## src/rtl/reg_writeback_queue.sv

```systemverilog
// Write-side master for the main register file: queues {addr, data} results, drains one per
// cycle onto the registered write port, and forwards the youngest pending value to readers.
module reg_writeback_queue #(
    parameter int unsigned DEPTH  = 4,
    parameter int unsigned DATA_W = 8,
    parameter int unsigned ADDR_W = 2
) (
    input  logic                       clk,
    input  logic                       reset,
    input  logic                       inValid,
    output logic                       inReady,
    input  logic [ADDR_W-1:0]          inAddr,
    input  logic [DATA_W-1:0]          inData,
    input  logic                       wbStall,
    output logic                       wbWrite,
    output logic [ADDR_W-1:0]          wbAddr,
    output logic [DATA_W-1:0]          wbData,
    input  logic [ADDR_W-1:0]          lookupAddr,
    output logic                       lookupHit,
    output logic [DATA_W-1:0]          lookupData,
    output logic [$clog2(DEPTH+1)-1:0] count,
    output logic                       empty,
    output logic                       full
);

    localparam int unsigned PtrW = $clog2(DEPTH);
    localparam int unsigned CntW = $clog2(DEPTH + 1);

    logic [ADDR_W-1:0] addrMem [DEPTH];
    logic [DATA_W-1:0] dataMem [DEPTH];

    logic [PtrW-1:0]   headQ;
    logic [PtrW-1:0]   tailQ;
    logic [CntW-1:0]   countQ;
    logic              wbWriteQ;
    logic [ADDR_W-1:0] wbAddrQ;
    logic [DATA_W-1:0] wbDataQ;

    logic push;
    logic pop;

    assign empty   = (countQ == '0);
    assign full    = (countQ == CntW'(DEPTH));
    assign inReady = !full && reset;
    assign push    = inValid && inReady;
    assign pop     = !empty && !wbStall;

    assign count   = countQ;
    assign wbWrite = wbWriteQ;
    assign wbAddr  = wbAddrQ;
    assign wbData  = wbDataQ;

    always_ff @(posedge clk or negedge reset) begin
        if (!reset) begin
            headQ    <= '0;
            tailQ    <= '0;
            countQ   <= '0;
            wbWriteQ <= 1'b0;
            wbAddrQ  <= '0;
            wbDataQ  <= '0;
        end else begin
            if (push) begin
                tailQ <= tailQ + PtrW'(1);
            end
            if (pop) begin
                headQ   <= headQ + PtrW'(1);
                wbAddrQ <= addrMem[headQ];
                wbDataQ <= dataMem[headQ];
            end
            wbWriteQ <= pop;
            case ({push, pop})
                2'b10:   countQ <= countQ + CntW'(1);
                2'b01:   countQ <= countQ - CntW'(1);
                default: countQ <= countQ;
            endcase
        end
    end

    // Storage needs no reset: validity is tracked entirely by the pointers and count.
    always_ff @(posedge clk) begin
        if (push) begin
            addrMem[tailQ] <= inAddr;
            dataMem[tailQ] <= inData;
        end
    end

    // Walk oldest to youngest so later matches override earlier ones; the output stage is
    // older than every queued entry, so it is considered first.
    logic [PtrW-1:0] idx;

    always_comb begin
        idx        = '0;
        lookupHit  = wbWriteQ && (wbAddrQ == lookupAddr);
        lookupData = lookupHit ? wbDataQ : '0;
        for (int unsigned i = 0; i < DEPTH; i++) begin
            idx = headQ + PtrW'(i);
            if ((CntW'(i) < countQ) && (addrMem[idx] == lookupAddr)) begin
                lookupHit  = 1'b1;
                lookupData = dataMem[idx];
            end
        end
    end

endmodule
```

## config.mk

```make
export PLATFORM = sky130hd
export DESIGN_NAME = reg_writeback_queue
export DESIGN_NICKNAME = d
export VERILOG_FILES = /design/src/rtl/reg_writeback_queue.sv
export SDC_FILE = /design/constraint.sdc
export NUM_CORES = 1
export LEC_CHECK = 0
export ABC_AREA = 1
export CORE_ASPECT_RATIO = 1.25
export CORE_MARGIN = 4
export CORE_UTILIZATION = 60
export DETAILED_ROUTE_END_ITERATION = 10
export PLACE_DENSITY = 0.83
export SLEW_MARGIN = 20
export SYNTH_ARGS = -nofsm -noshare
export SYNTH_HDL_FRONTEND = slang
export SYNTH_SLANG_ARGS = --single-unit
```

## constraint.sdc

```tcl
create_clock -name clk -period 3.05 [get_ports clk]
set_clock_uncertainty 0.1 [all_clocks]
set_input_delay 0.61 -clock clk [delete_from_list [all_inputs] [get_ports clk]]
set_output_delay 0.61 -clock clk [all_outputs]
set_load 0.005 [all_outputs]
```

==> flow_summary.yaml <==
routing:
  final_routed_drc_violation_total: 0
  detailroute.via_count: 3687
  drt_pass1_iterations: 6
  avgViaCountPerCell: 5.336
  drt.antenna.violating_nets: 0
  first_iter_violations: 263
  wl_um: 9938
  wl_per_cell_um: 14.38
clock_tree:
  clock-sinks: 58
  cts_max_level: 3
  clk_pin_slew_ps: 70
  cts_root_buf: "clkbuf_8"
  cts_tree: "yes"
  cts_hold_buffers: 0
  clock_buffers_created_by_tritoncts: 9
  clock_insertion_delay_worst_skew_ps: 350
  cts-root-to-sink-buffers: 2
global_routing:
  gr_usage_total_pct: 24.41
  grt_antenna_before_repair: 0
  total_congestion_overflow_after_global_routing: 0
  pin_count_of_the_biggest_net_entering_global_routing: 33
  via_count_of_the_first_global_routing_pass: 3360
  wire_length_of_the_first_global_routing_pass_um: 15060
timing:
  tightestPinTransition_ps: 508.8
  grt_setup_unrepaired: "true"
  maxSlewHeadroom_pct: 65.95
  report.final.hold_viol_count: 0
  report.final.setup_viol: 0
  slew_violations: 0
  clock.fmax_ghz: 0.3298
  fin_crit_sh_pct: 99.41
  final.min_clock_period_ps: 3032
  worst_slack_setup_final_ps: 18.02
floorplan:
  fp_rows: 32
  design.portCount: 42
  die_h_um: 97.91
  die_footprint_mm2: 0.007825
  core_area_mm2: 0.006246
  initial_utilization_pct: 62.12
  die_x_um: 79.93
synth:
  synth_largest_area_cell: "edfxtp_1"
  synth_cells: 528
  syn_area_mm2: 0.003880
  post_synth_most_frequent_cells: "nand2_1 (237), o21ai_0 (46), inv_1 (44)"
  synth_most_common_cell: "nand2_1"
  post-synth-top-area-fraction_pct: 30.96
  average_cell_area_after_synthesis_um2: 7.348
  post_synth_fa_ha_maj_area_fraction_pct: 2.902
  yosys-mux-area-fraction_pct: 0
  synth_seq_area_share_pct: 42.57
  synth_compound_gate_area_share_pct: 8.384
  synth.yosys.warnings: 0
  synthXorXnorAreaFrac_pct: 2.064
  net_count_after_synthesis: 553
  synth_top_family_by_area: "simple AND/OR/NAND/NOR gates"
  netlist-cell-type-count: 35
  synth_seq_cells: 58
  ys_dominant_reg_cell: "edfxtp_1"
  cell_types_with_the_largest_area_share_after_synthesis: "edfxtp_1 (31%), nand2_1 (23%), dfrtp_1 (12%), o21ai_0 (5.9%), nand3_1 (4.4%)"
  synth-edff-count: 40
  synth_async_sr_flop_share_pct: 31.03
  yosys.area_share.simple_pct: 35.79
power_and_ir_drop:
  power.leakage_nw: 2.382
  powerDensity_mw_per_mm2: 1160
  ir_drop_mv: 0.6205
finish:
  layout.cells.non_filler: 691
  nFillCells: 413
  finish.net_count: 626
  drive_gt1_share_pct: 23.60
  area.sequential_mm2: 0.001653
  multi_input_comb_area_mm2: 0.002177
  antennaDiodeCount: 0
  area_growth_pct: 31.34
place:
  dpl.hpwl_um: 6463
  io_buffers: 41
  finalWeightedCongestion: 0.8381
  place_ws_ps: -283.6
  place_inst: 657
worst_setup_path:
  critPathRequiredTime_ps: 2340
  startpoint_type: "flop"
  worst-path-max-fanout: 14
  timing.critical_path.arrival_ps: 2320
  criticalPathCategory: "reg -> out"
  cp-end-kind: "output pin"
run_status:
  outcome: "completed"
hold_path:
  hold_path.class: "reg -> reg"
job:
  timing.max_cap.violations: 0
==> power by group <==
part	leakage, nW	total (mW)	switching, mW	internal, mW
sequential	0.576	1.18	0.149	1.03
clock	0.0962	0.725	0.343	0.382
combinational	1.71	4.01	2.34	1.68
total	2.38	5.91	2.83	3.09
==> registers in the layout, indices dropped and copies added, names as in the netlist <==
signal	count
wbAddr	2
addrMem	8
tailQ	2
wbWrite	1
headQ	2
wbData	8
dataMem	32
count	3
==> worst paths after layout <==
path	from	endpoint	cells after the start	slack (ps)
max reg2reg	count[1]	count[2]	11	800
max in group asynchronous	reset	headQ[0]	2	2100
min in group asynchronous	reset	count[2]	2	520
min reg2reg	wbData[2]	wbData[2]	2	410
min	wbData[2]	wbData[2]	2	410
max	headQ[0]	lookupData[0]	15	20
==> cells in the final DEF, fill, tap and decap left out, types with 3 or more instances in the layout <==
master           count
nand3_1             30
nand4_1              9
nand3_2              6
nor2_4               4
buf_6                3
clkdlybuf4s15_1      3
nand2_2             23
clkbuf_2             4
nor2_1              11
o21ai_1              8
o21ai_0             33
nand2_1            211
clkdlybuf4s50_1     31
or2_1                3
a21oi_1              3
buf_4               28
nor2_2               3
clkbuf_8             9
or2_2               12
dlygate4sd2_1        3
ha_1                 9
nand2_4             11
xor2_1               3
inv_1               44
edfxtp_1            40
dfrtp_1             17
o21ai_2             14
inv_6                3
==> final cells by class <==
| type | instances | share of cell area, % |
|---|---|---|
| clock buffers | 9 | 2.431 |
| clock inverters | 7 | 1.498 |
| inverters | 48 | 3.977 |
| multi-input cells | 406 | 42.72 |
| flip-flops and latches | 58 | 32.43 |
| well taps | 85 | 2.087 |
| repair buffers | 77 | 14.68 |
| repair inverters | 1 | 0.1719 |
==> stage by stage <==
step	total power, mW	instance area [um^2]	TNS [ps]	util [%]	hold WS [ps]
after floorplan	3.343	3880	0	-	214.4
after global placement	4.352	4449	-1687	71.23	395.2
after detailed placement	4.448	4449	-2361	71.23	398.5
after CTS	5.327	4788	0	76.66	416.6
after global routing	6.394	5096	-188.9	81.59	444.1
final	5.913	5096	0	81.59	410.3
==> cells by family (layout without fill, tap and decap cells) <==
logic type                 after synthesis  in the layout
AOI/OAI and AO/OA                       63             63
xor gates and xnor gates                 7              7
adders and majority gates                9              9
buffers and inverters                   68            142
DFF                                     58             58
and+or+nand+nor                        323            327
==> layer usage <==
metal | vias to the layer above | GRT usage, % | part of all wire [%]
met2 | 152 | 40.88 | 51
met4 | 0 | 10.01 | 3.0
met3 | 40 | 4.797 | 6.1
li1 | 1842 | - | -
met5 | - | 0 | 0
met1 | 1653 | 30.56 | 40
==> timing repair <==
action / in CTS / in global routing
buffers inserted: 4 / 7
resized for setup: 35 / 76
pin swaps: 7 / 19
cloned: 4 / 3
endpoints found under the setup margin: 9 / 9
==> worst max-delay path: stages (launching register included) <==
cell	delay (ps)
dfrtp_2	440
buf_12	160
inv_16	80
nand2_2	70
nand2_4	110
nand2_2	90
nand3_2	90
nand2_4	80
nor2_4	200
nand3_1	110
nand2_1	70
inv_1	60
nand2_1	70
nand2_1	60
nand2_1	50
dlygate4sd2_1	230
(Power assumes the default switching activity.)
